==> src/rtl/gpio_bank.sv <==
// rtl/gpio_bank.sv - memory-mapped GPIO bank with tri-state outputs and edge interrupts
module gpio_bank #(
   parameter int          N_OUT = 4,
   parameter int          N_IN  = 1,
   parameter logic [29:0] BASE  = 30'h4010
) (
   input  logic              clk,
   input  logic              reset,
   input  logic [29:0]       addr,
   input  logic [31:0]       wdata,
   input  logic [3:0]        we,
   input  logic              re,
   output logic [31:0]       rdata,
   output logic              rsel,
   input  logic [N_IN-1:0]   pin_in,
   output logic [N_OUT-1:0]  out_val,
   output logic [N_OUT-1:0]  out_oe,
   output logic              irq
);

   localparam logic [31:0] RISE_MASK = (N_IN >= 32) ? 32'hFFFF_FFFF : ((32'h1 << N_IN) - 32'h1);
   localparam logic [31:0] FALL_MASK = (N_IN <= 16) ? (RISE_MASK << 16) : 32'h0;
   localparam logic [31:0] IEN_MASK  = RISE_MASK | FALL_MASK;

   logic [N_OUT-1:0] out_q, out_d;
   logic [N_OUT-1:0] oe_q, oe_d;
   logic [31:0]      ien_q, ien_d;
   logic [N_IN-1:0]  rise_q, rise_d;
   logic [N_IN-1:0]  fall_q, fall_d;
   logic [N_IN-1:0]  sync1_q, sync2_q, prev_q;
   logic [1:0]       arm_q, arm_d;
   logic [31:0]      rdata_q, rdata_d;
   logic             rsel_q, rsel_d;
   logic             irq_q, irq_d;

   logic             hit, wr_en, armed;
   logic [3:0]       off;
   logic [N_IN-1:0]  rise_det, fall_det, rise_clr, fall_clr, ien_fall;
   logic [31:0]      rd_val;

   // Fall enables live at bits [N_IN+15:16] only when they fit in the word.
   generate
      if (N_IN <= 16) begin : g_fall_en
         assign ien_fall = ien_q[N_IN+15:16];
      end else begin : g_no_fall_en
         assign ien_fall = '0;
      end
   endgenerate

   always_comb begin
      hit      = (addr[29:4] == BASE[29:4]);
      off      = addr[3:0];
      wr_en    = hit && (we == 4'hF);
      armed    = (arm_q == 2'd3);
      rise_det = armed ? (sync2_q & ~prev_q) : '0;
      fall_det = armed ? (~sync2_q & prev_q) : '0;
      arm_d    = armed ? arm_q : arm_q + 2'd1;

      out_d    = out_q;
      oe_d     = oe_q;
      ien_d    = ien_q;
      rise_clr = '0;
      fall_clr = '0;
      if (wr_en) begin
         case (off)
            4'd0: out_d = wdata[N_OUT-1:0];
            4'd1: oe_d  = wdata[N_OUT-1:0];
            4'd2: out_d = out_q | wdata[N_OUT-1:0];
            4'd3: out_d = out_q & ~wdata[N_OUT-1:0];
            4'd4: out_d = out_q ^ wdata[N_OUT-1:0];
            4'd6: rise_clr = wdata[N_IN-1:0];
            4'd7: fall_clr = wdata[N_IN-1:0];
            4'd8: ien_d = wdata & IEN_MASK;
            default: ;
         endcase
      end
      // A newly detected edge outranks a coincident write-1-to-clear.
      rise_d = (rise_q & ~rise_clr) | rise_det;
      fall_d = (fall_q & ~fall_clr) | fall_det;

      rd_val = '0;
      case (off)
         4'd0: rd_val = 32'(out_q);
         4'd1: rd_val = 32'(oe_q);
         4'd5: rd_val = 32'(sync2_q);
         4'd6: rd_val = 32'(rise_q);
         4'd7: rd_val = 32'(fall_q);
         4'd8: rd_val = ien_q;
         default: ;
      endcase
      rsel_d  = re && hit;
      rdata_d = rsel_d ? rd_val : '0;
      irq_d   = (|(rise_q & ien_q[N_IN-1:0])) | (|(fall_q & ien_fall));
   end

   always_ff @(posedge clk) begin
      if (reset) begin
         out_q   <= '0;
         oe_q    <= '0;
         ien_q   <= '0;
         rise_q  <= '0;
         fall_q  <= '0;
         sync1_q <= '0;
         sync2_q <= '0;
         prev_q  <= '0;
         arm_q   <= '0;
         rdata_q <= '0;
         rsel_q  <= 1'b0;
         irq_q   <= 1'b0;
      end else begin
         out_q   <= out_d;
         oe_q    <= oe_d;
         ien_q   <= ien_d;
         rise_q  <= rise_d;
         fall_q  <= fall_d;
         sync1_q <= pin_in;
         sync2_q <= sync1_q;
         prev_q  <= sync2_q;
         arm_q   <= arm_d;
         rdata_q <= rdata_d;
         rsel_q  <= rsel_d;
         irq_q   <= irq_d;
      end
   end

   assign out_val = out_q;
   assign out_oe  = oe_q;
   assign rdata   = rdata_q;
   assign rsel    = rsel_q;
   assign irq     = irq_q;

endmodule

==> config.mk <==
export PLATFORM = sky130hd
export DESIGN_NAME = gpio_bank
export DESIGN_NICKNAME = d
export VERILOG_FILES = /design/src/rtl/gpio_bank.sv
export SDC_FILE = /design/constraint.sdc
export NUM_CORES = 1
export LEC_CHECK = 0
export BUFFER_PORTS_ARGS = -buffer_cell sky130_fd_sc_hd__buf_2
export CAP_MARGIN = 20
export CORE_MARGIN = 10
export CORE_UTILIZATION = 35
export CTS_BUF_LIST = sky130_fd_sc_hd__clkbuf_4
export DETAILED_ROUTE_END_ITERATION = 10
export PLACE_DENSITY = 0.7
export SLEW_MARGIN = 10
export SYNTH_ARGS = -nofsm -noshare
export SYNTH_HDL_FRONTEND = slang
export SYNTH_SLANG_ARGS = --single-unit
==> constraint.sdc <==
create_clock -name clk -period 1.3 [get_ports clk]
set_input_delay 0.13 -clock clk [delete_from_list [all_inputs] [get_ports clk]]
set_output_delay 0.13 -clock clk [all_outputs]
set_load 0.02 [all_outputs]
Yosys cells after proc, flatten, opt, wreduce, memory -nomap -nowiden. Cells that the tools add are included.

Bits of input ports: 70. Output and inout bits: 42. Register bits: 51. Logic and storage cells: 58.

Eq/ne operators: 11. Reductions and logical operators: 8. Add/sub/neg operators: 1. Bitwise logic cells: 18. Mux-type cells: 8.

Operators with widths (count): 17-bit case mux with 6 select lines (1); 26-bit by 11-bit == test with 1-bit output (second input constant) (1); 4-bit by 3-bit == test with 1-bit output (second input constant) (4); 4-bit case mux with 4 select lines (1); 4-bit by 2-bit == test with 1-bit output (second input constant) (2); 4-bit == test (second input constant) (2); 1-bit bitwise AND (6); 1-bit two-way mux (6); 2-bit AND reduction (3); 1-bit inverter (5); 4-bit bitwise AND (1); 4-bit by 1-bit == test with 1-bit output (second input constant) (1); 4-bit logical NOT (1); 4-bit inverter (1); 4-bit OR (1); 4-bit nonzero test (1); 4-bit XOR (1); 1-bit OR (3); 2-bit by 1-bit adder with 2-bit output (second input constant) (1); 2-bit == test (second input constant) (1); 1-bit logical AND (2); 2-bit OR reduction (1).

Depth between registers and ports, before layout. Gate-level depths: netlist (run 1).

Word-level depth: 6. Gate-level depth with buffers: 6. Depth with buffers taken out: 6.

Worst setup path before layout (run 1). No wires, ideal clock.

Path type: reg2reg. From: reg out_q[2] (netlist: out_val[2]). To: reg out_q[2] (netlist: out_val[2]). Data required time: 1.166 ns. Path slack: -0.233 ns. Stages on the path, launching flop included: 6. Setup time: 0.134 ns. Period minus slack after synthesis: 1.533 ns. Path buffers: 0. Data arrival time: 1.400 ns. Cell sequence: dfxtp_1 -> inv_1 -> ha_1 -> a32o_1 -> a221oi_1 -> a211oi_1.

Longest elaborated chain between the ends: 2. Elaborated cells on any way between the ends: 4. Classes of those cells: mux (1); bitwise (3).

RTL lines: start, declared (line 25) `logic [N_OUT-1:0] out_q, out_d;`; start signal, assigned (line 111) `out_q <= out_d;`; 4-bit XOR, or another cell as far along (line 70) `4'd4: out_d = out_q ^ wdata[N_OUT-1:0];`; 4-bit case mux with 4 select lines * (line 65) `case (off)`.

Mark *: on every way between the ends. The rest lies on a longest branch, timed or not. A chain may end at the register's enable or synchronous reset.

Worst setup path after layout (run 1).
From: reg out_q[0] (netlist: out_val[0]). To: reg out_q[0] (netlist: out_val[0]).

The elaborated chain is that of the path after synthesis.

==> impl_metrics.json, run 1 <==
{
  "ys.flop_type": "dfxtp_1",
  "nets": 364,
  "core_area_mm2": 0.00479,
  "power.leakage_nw": 1.11,
  "synthArstFlopShare_pct": 0,
  "drcViolationCount": 0,
  "grt_max_degree": 20,
  "critPathSlowestCell": "dfxtp_4",
  "period_needed_ps": 1450,
  "clk_latency_ps": 320,
  "ys_seq_area_share_pct": 27.6,
  "h-tree-depth": 1,
  "status": "finished with violations",
  "dp_slack_ps": -230,
  "placedCellCount": 344,
  "antenna_found_initial": 0,
  "detail_route.vias_per_cell": 4.89,
  "start_util_pct": 36.4,
  "criticalPathCategory": "reg2reg",
  "drt_iter0_markers": 196,
  "die-area_mm2": 0.00820,
  "clkTransAtPathRegs_ps": 130,
  "cts_root_buffer": "clkbuf_4",
  "layout_common_cells": "buf_2 (57), buf_4 (39), conb_1 (27), dfxtp_1 (20), nor2_1 (13)",
  "synthesis.area_mm2": 0.00174,
  "ant_nets": 0,
  "drive_above_1_share_pct": 48.6,
  "grt_usage_pct": 11.8,
  "start_kind": "flop",
  "synth_cells": 197,
  "final_common_cell": "buf_2",
  "cts_tree": "done",
  "vias": 1716,
  "synth_seq_cells": 24,
  "cp_data_required_time_ps": 1570,
  "port_buffers": 57,
  "synth-edff-count": 0,
  "grt_pass1_wl_um": 8290,
  "place_congestion": 0.884,
  "synth_cell_types": 48,
  "path_max_fanout": 3,
  "finalMaxSlewViolations": 0,
  "setup_viol": 4,
  "avgSynthCellArea_um2": 8.84,
  "critPathMaxStageDelay_ps": 410,
  "rsz0062_at_grt": "yes",
  "cap_violations": 0,
  "setup_ws_ps": -147,
  "numCtsBuffers": 3,
  "min_path_type": "in2reg",
  "cts.sinks": 24,
  "die_height_um": 90.5,
  "num_rows": 25,
  "cts.path.max_buffers": 2,
  "multi_input_area_mm2": 0.00119,
  "max_freq_mhz": 691,
  "num-fill-cells": 438,
  "fin_area_mm2": 0.00245,
  "ir_drop_uv": 416,
  "die_w_um": 90.5,
  "wire_per_inst_um": 14.4,
  "end_kind": "flop",
  "grt_pass1_vias": 1837,
  "hold_buffers": 0,
  "area_growth_pct": 40.9,
  "routed_wl_um": 5040,
  "firstDrtPassIters": 4,
  "p_per_area_mw_per_mm2": 685,
  "hpwlAfterDp_um": 4140,
  "dpl-instance-area_mm2": 0.00227,
  "worst-r2r-setup-slack_ps": -150,
  "final_cells": 351,
  "fin_skew_ps": 6.33,
  "final_util_pct": 51.3,
  "crit_chain": "inv_4 > ha_4 > nor4bb_4 > o21bai_1 > a31oi_1 > mux2_4",
  "register_area_um2": 495,
  "timing.final.crit_share_pct": 111,
  "grt_overflow": 0,
  "violations": "negative setup slack",
  "ioPinCount": 112,
  "yosysWarnings": 0,
  "diodes": 0,
  "worstPathArrival_ps": 1720,
  "hold_viol": 0
}
-- cells by family after synthesis --
logic type                 after synthesis  share of synthesized area, %
DFF                                     24                          27.6
xor gates and xnor gates                 1                         0.503
AOI/OAI and AO/OA                       39                          16.5
other                                    1                         0.215
and+or+nand+nor                         66                          27.3
muxes                                    7                          4.17
adders and majority gates                9                          6.47
buffers and inverters                   50                          17.3
-- area by class of cell --
class | instances | area share (%)
multi-input combinational | 149 | 48.5
timing repair buffer | 97 | 24.0
sequential | 24 | 20.2
tap | 67 | 3.41
inverter | 10 | 1.73
clock inverter | 1 | 1.22
clock buffer | 3 | 0.917
-- stage by stage --
| step | setup TNS (ps) | hold WS (ps) | power (mW) |
|---|---|---|---|
| 2_1_floorplan | -321 | 258 | 1.05 |
| 3_3_place_gp | -2330 | 342 | 1.14 |
| 3_5_place_dp | -2980 | 348 | 1.14 |
| 4_1_cts | -266 | 7.52 | 1.68 |
| 5_1_grt | -397 | 36.6 | 1.78 |
| 6_report | -238 | 13.9 | 1.68 |
-- power breakdown --
part	internal (mW)	switching [mW]	leakage (nW)
clock	0.312	0.219	0.0279
sequential	0.746	0.0105	0.198
combinational	0.163	0.231	0.889
total	1.22	0.461	1.11
-- cell usage after synthesis, types with 5 or more instances --
cell / count / area share [%]
mux2i_1: 5 / 2.9
nor2b_1: 6 / 2.2
nand2_1: 6 / 1.3
buf_4: 27 / 12
nor2_1: 13 / 2.8
dfxtp_1: 24 / 28
a21oi_1: 8 / 2.3
inv_1: 10 / 2.2
nand4_1: 10 / 3.6
ha_1: 9 / 6.5
o31ai_1: 7 / 3.0
clkbuf_1: 6 / 1.3
-- routing by layer --
metal / vias to the layer above / wire [um] / global-route usage (%)
met4: 0 / 80 / 2.79
met5: - / 0 / 0
met1: 766 / 2210 / 14.5
li1: 844 / - / -
met3: 13 / 524 / 5.15
met2: 93 / 2230 / 18.3
-- critical path, delay by kind of cell, from the launching register on --
family	cells	cell delay [ps]
AOI/OAI and AO/OA	2	300
buffers and inverters	1	50
DFF	1	410
muxes	1	190
adders and majority gates	1	260
and+or+nand+nor	1	190
-- state kept, by name, summed over array words and instances, names as in the netlist --
signal   flops
sync1_q      1
sync2_q      1
out_val      4
arm_q        2
rise_q       1
irq          1
ien_q        2
out_oe       4
fall_q       1
prev_q       1
rsel         1
rdata        5
-- path summary, 6_finish.rpt --
kind / cells past startpoint / startpoint / end
worst max-delay path: 6 / out_val[0]$_SDFFE_PP0P_ / out_val[0]$_SDFFE_PP0P_
worst max register to register: 6 / out_val[0]$_SDFFE_PP0P_ / out_val[0]$_SDFFE_PP0P_
worst min register to register: 1 / sync1_q$_SDFF_PP0_ / sync2_q$_SDFF_PP0_
worst min-delay path: 2 / pin_in / sync1_q$_SDFF_PP0_
-- what timing repair did --
item,CTS,global route
pin swaps,8,6
hold endpoints to repair,0,0
setup endpoints to repair,4,4
gates resized for setup,13,8
buffers inserted,2,1
(Power assumes the default switching activity.)
==> run 2: changes to the inputs <==
- GPL_TIMING_DRIVEN: not set -> 0
- PLACE_DENSITY: 0.7 -> 0.71
==> run 2 against run 1 <==
Net effect: the flow still finishes with violations (negative setup slack); via count grew 1.2%; global-route usage grew 0.18 points; routed wire length grew 0.95%; hold slack gained 62 ps; cell count grew 3.4%; register-to-register slack gained 80 ps; cell area grew 3.4%; worst setup slack gained 84 ps; maximum frequency grew 6.2%; sequential power is essentially flat; combinational power grew 6.6%; total power grew 1.5%; critical path type unchanged; largest power group unchanged; highest routed layer unchanged.
==> impl_metrics.json, run 2 (synthesis results as in run 1) <==
{
  "status": "finished with violations",
  "violations": "negative setup slack",
  "num-fill-cells": 444,
  "antenna_found_initial": 0,
  "ioPinCount": 112,
  "maxSlewHeadroom_pct": 65.0,
  "power.leakage_nw": 1.18,
  "detail_route.vias_per_cell": 4.79,
  "finalMaxSlewViolations": 0,
  "drive_above_1_share_pct": 49.7,
  "port_buffers": 55,
  "cp_data_required_time_ps": 1510,
  "die_w_um": 90.5,
  "area_growth_pct": 45.8,
  "dr.max_layer_used": "met4",
  "worst-r2r-setup-slack_ps": -60,
  "rr_worst_depth": 6,
  "cts.sinks": 24,
  "worstReg2RegStart": "out_val[0]$_SDFFE_PP0P_",
  "die-area_mm2": 0.00820,
  "worstPathArrival_ps": 1580,
  "p_per_area_mw_per_mm2": 672,
  "multi_input_area_mm2": 0.00119,
  "core_area_mm2": 0.00479,
  "setup_viol": 4,
  "min_path_type": "in2reg",
  "period_needed_ps": 1360,
  "ant_nets": 0,
  "dp_slack_ps": -400,
  "placedCellCount": 345,
  "wl_met1_um": 2050,
  "criticalPathCategory": "reg2reg",
  "drcViolationCount": 0,
  "grt_pass1_wl_um": 8400,
  "nets": 376,
  "end_kind": "flop",
  "wl_met3_um": 707,
  "num_rows": 25,
  "p_total_mw": 1.71,
  "final_common_cell": "buf_2",
  "clk_latency_ps": 310,
  "rsz0062_at_grt": "yes",
  "path_max_fanout": 4,
  "numCtsBuffers": 3,
  "die_height_um": 90.5,
  "place_congestion": 0.882,
  "cp-startpoint": "out_val[0]$_SDFFE_PP0P_",
  "routed_wl_um": 5090,
  "r2r_end": "out_val[0]$_SDFFE_PP0P_",
  "start_kind": "flop",
  "cts_root_buffer": "clkbuf_4",
  "drt_iter0_markers": 150,
  "setup_ws_ps": -62.8,
  "largest_reg_flops": 5,
  "cap_violations": 0,
  "cts.path.max_buffers": 2,
  "register_area_um2": 495,
  "grt_usage_pct": 12.0,
  "firstDrtPassIters": 5,
  "clkTransAtPathRegs_ps": 130,
  "grt_pass1_vias": 1810,
  "hold_viol": 0,
  "ir_drop_uv": 395,
  "layout_common_cells": "buf_2 (59), buf_4 (36), conb_1 (27), dfxtp_1 (20), nor2_1 (13)",
  "fin_skew_ps": 3.10,
  "worstMarginPinSlew_ps": 525,
  "timing.critical_path.to": "out_val[0]$_SDFFE_PP0P_",
  "timing.final.crit_share_pct": 105,
  "vias": 1737,
  "hpwlAfterDp_um": 4080,
  "grt_overflow": 0,
  "max_freq_mhz": 734,
  "h-tree-depth": 1,
  "wire_per_inst_um": 14.0,
  "met2_length_um": 2280,
  "grt_max_degree": 15,
  "diodes": 0,
  "cts_tree": "done",
  "final_cells": 363,
  "start_util_pct": 36.4
}
-- run 2: changes by cell type in the layout (fill, tap and decap cells not counted), sizes merged --
cell,previous run,this run
buf,97,102
clkbuf,3,9
dlygate4sd3,0,1
-- run 2: repair_timing --
action                                  in CTS  in global routing
resized for setup                           13                 12
setup buffers                                6                  7
endpoints found under the setup margin       8                 15
hold endpoints to repair                     0                  1
pin swaps                                   11                 11
hold buffers                                 0                  1
-- run 2: worst max-delay path: stages (launching register included) --
cell,delay (ps)
dfxtp_4,390
inv_4,40
ha_4,200
nor4bb_4,140
o21bai_1,130
a31oi_1,90
mux2_4,280
-- run 2: where the power goes --
group          internal, mW  switching (mW)  leakage [nW]
logic                 0.184           0.235         0.957
registers             0.746          0.0104         0.198
clock network         0.312           0.219        0.0279
-- run 2: layout make-up --
type                            count  area share [%]
Multi-Input combinational cell    149            46.8
Clock inverter                      1            1.18
Buffer                             40            10.6
Timing Repair Buffer               69            16.0
Tap cell                           67            3.30
Inverter                           10            1.68
Sequential cell                    24            19.5
Clock buffer                        3           0.887
-- run 2: worst min-delay path by stage --
stage	start	endpoint	slack (ps)	cells past startpoint
after detailed placement	pin_in	sync1_q$_SDFF_PP0_	340	2
after CTS	pin_in	sync1_q$_SDFF_PP0_	7	2
after global routing	wdata[16]	ien_q[16]$_SDFFE_PP0P_	60	3
after floorplan	pin_in	sync1_q$_SDFF_PP0_	260	1
after global placement	pin_in	sync1_q$_SDFF_PP0_	340	2
final	wdata[16]	ien_q[16]$_SDFFE_PP0P_	80	3
-- run 2: routing by layer --
layer	vias to the layer above	track usage, %
met3	4	7.23
met4	0	3.05
met2	94	18.7
met1	766	13.4
met5	-	0
li1	873	-
-- run 2: through the flow --
step | utilization [%] | TNS (ps) | hold WS (ps) | area [um^2]
floorplan | - | -321 | 258 | 1890
global placement | 47.0 | -5080 | 344 | 2250
detailed placement | 47.0 | -5290 | 343 | 2250
CTS | 50.6 | -270 | 6.97 | 2420
global route | 53.0 | -553 | 58.9 | 2540
finish | 53.0 | -209 | 75.6 | 2540
==> run 3: changes to the inputs <==
- PLACE_DENSITY: 0.71 -> 0.68
- clock period: 1.3 -> 1.7 ns (I/O delays scaled with it)
==> run 3 against run 2 <==
Net effect: the flow now finishes without violations; cell area decreased by 12%; clock power decreased by 54%; count of clock-buffer cells in the layout unchanged; clock skew increased by 0.96 ps; utilization decreased by 6.2 points; sequential share of layout area increased by 1.9 points; total power decreased by 34%; die area unchanged; maximum frequency decreased by 13%; critical path type unchanged; largest cell class unchanged; highest routed layer unchanged.
==> impl_metrics.json, run 3 (synthesis results as in run 1) <==
{
  "vias": 1649,
  "worstMarginPinSlew_ps": 634,
  "cap_violations": 0,
  "switchingPower_mw": 0.335,
  "p_clk_share_pct": 21.8,
  "switching_share_pct": 29.9,
  "drcViolationCount": 0,
  "min-delay-start": "pin_in",
  "core_area_mm2": 0.00479,
  "clk_latency_ps": 310,
  "criticalPathCategory": "reg2reg",
  "start_kind": "flop",
  "cp-startpoint": "out_val[2]$_SDFFE_PP0P_",
  "drive_above_1_share_pct": 37.0,
  "timing.final.crit_share_pct": 92.4,
  "crit_chain": "inv_1 > ha_1 > a32o_1 > a221oi_1 > a211oi_1",
  "cts.path.max_buffers": 2,
  "hold_viol": 0,
  "critPathSlowestCell": "dfxtp_1",
  "max_freq_mhz": 636,
  "placedCellCount": 345,
  "finalMaxSlewViolations": 0,
  "layout_common_cells": "buf_2 (59), buf_4 (30), conb_1 (27), dfxtp_1 (24), nor2_1 (13)",
  "path_max_fanout": 5,
  "area_growth_pct": 28.8,
  "final_cells": 351,
  "cts.sinks": 24,
  "wire_per_inst_um": 13.8,
  "ant_nets": 0,
  "grt_usage_pct": 11.3,
  "ioPinCount": 112,
  "cts_tree": "done",
  "antenna_found_initial": 0,
  "status": "complete, no violations",
  "period_needed_ps": 1570,
  "power.leakage_nw": 1.05,
  "ir_drop_uv": 197,
  "port_buffers": 55,
  "final_util_pct": 46.9,
  "routed_wl_um": 4830,
  "hpwlAfterDp_um": 4040,
  "end_kind": "flop",
  "fin_skew_ps": 4.05,
  "worstPathArrival_ps": 1760,
  "setup_viol": 0,
  "largest_reg_flops": 5,
  "detail_route.vias_per_cell": 4.70,
  "die_height_um": 90.5,
  "cp_data_required_time_ps": 1880,
  "rsz0062_at_grt": "no",
  "maxSlewHeadroom_pct": 57.5,
  "drt_iter0_markers": 96,
  "grt_overflow": 0,
  "critPathMaxStageDelay_ps": 420,
  "cts_resized": 0,
  "internal_power_mw": 0.786,
  "p_per_area_mw_per_mm2": 500,
  "worstReg2RegStart": "out_val[2]$_SDFFE_PP0P_",
  "pwr-share-comb_pct": 26.1,
  "num_rows": 25,
  "h-tree-depth": 1,
  "diodes": 0,
  "grt_pass1_vias": 1702,
  "die_w_um": 90.5,
  "place_congestion": 0.900,
  "start_util_pct": 36.4,
  "final_common_cell": "buf_2",
  "cts_root_buffer": "clkbuf_4",
  "grt_pass1_wl_um": 7900,
  "min_path_type": "in2reg",
  "clkTransAtPathRegs_ps": 120,
  "die-area_mm2": 0.00820,
  "p_seq_share_pct": 52.1,
  "firstDrtPassIters": 4,
  "nets": 365,
  "grt_max_degree": 13,
  "numCtsBuffers": 3
}
run 3: changes by cell type in the layout (fill, tap and decap cells not counted), sizes merged:
cell | before | now
bufinv | 1 | 0
dlygate4sd3 | 1 | 0
buf | 102 | 92
run 3: timing repair:
| item | in CTS | in global routing |
|---|---|---|
| buffers inserted | 0 | 3 |
| hold buffers | 0 | 0 |
| endpoints found under the setup margin | 0 | 4 |
run 3: final timing paths:
path / to / cells after the start / slack, ps
setup reg to reg: out_val[2]$_SDFFE_PP0P_ / 5 / 130
hold reg to reg: sync2_q$_SDFF_PP0_ / 1 / 450
hold / removal: sync1_q$_SDFF_PP0_ / 2 / 60
setup / recovery: out_val[2]$_SDFFE_PP0P_ / 5 / 130
run 3: worst max-delay path, delay by kind of cell, from the launching register on:
kind	cells	cell delay (ps)
flops	1	420
compound gates	3	690
fa+ha+maj	1	270
buf+inv	1	60
run 3: metrics by stage:
| step | instance area (um^2) | setup slack (ps) | hold slack (ps) | TNS [ps] | power [mW] |
|---|---|---|---|---|---|
| 4_1_cts | 2220 | 10.2 | 52.0 | 0 | 1.13 |
| 3_3_place_gp | 2200 | -333 | 383 | -1770 | 0.881 |
| 2_1_floorplan | 1840 | 167 | 298 | 0 | 0.804 |
| 5_1_grt | 2240 | 26.4 | 50.7 | 0 | 1.19 |
| 3_5_place_dp | 2200 | -324 | 384 | -1710 | 0.885 |
| 6_report | 2240 | 129 | 62.6 | 0 | 1.12 |
run 3: cell type report:
| cell class | instances | area [um^2] |
|---|---|---|
| timing repair buffer | 58 | 298 |
| sequential | 24 | 480 |
| buffer | 40 | 264 |
| inverter | 10 | 37.5 |
| tap | 67 | 83.8 |
| multi-input combinational | 149 | 1060 |
| clock buffer | 3 | 22.5 |
| fill | 480 | 2540 |
run 3: routing by layer:
metal	track usage (%)	vias to the layer above	part of all wire, %
met5	0	-	0
met4	1.86	0	0.46
met3	6.23	2	12
met2	17.7	74	44
met1	13.2	728	43
li1	-	845	-
run 3: power by group through the flow:
| stage | Sequential, mW | Clock (mW) | Combinational (mW) |
|---|---|---|---|
| after detailed placement | 0.597 | 0 | 0.288 |
| after CTS | 0.585 | 0.255 | 0.289 |
| final | 0.584 | 0.245 | 0.293 |
| after global routing | 0.587 | 0.278 | 0.322 |
| after floorplan | 0.595 | 0 | 0.208 |
| after global placement | 0.597 | 0 | 0.285 |
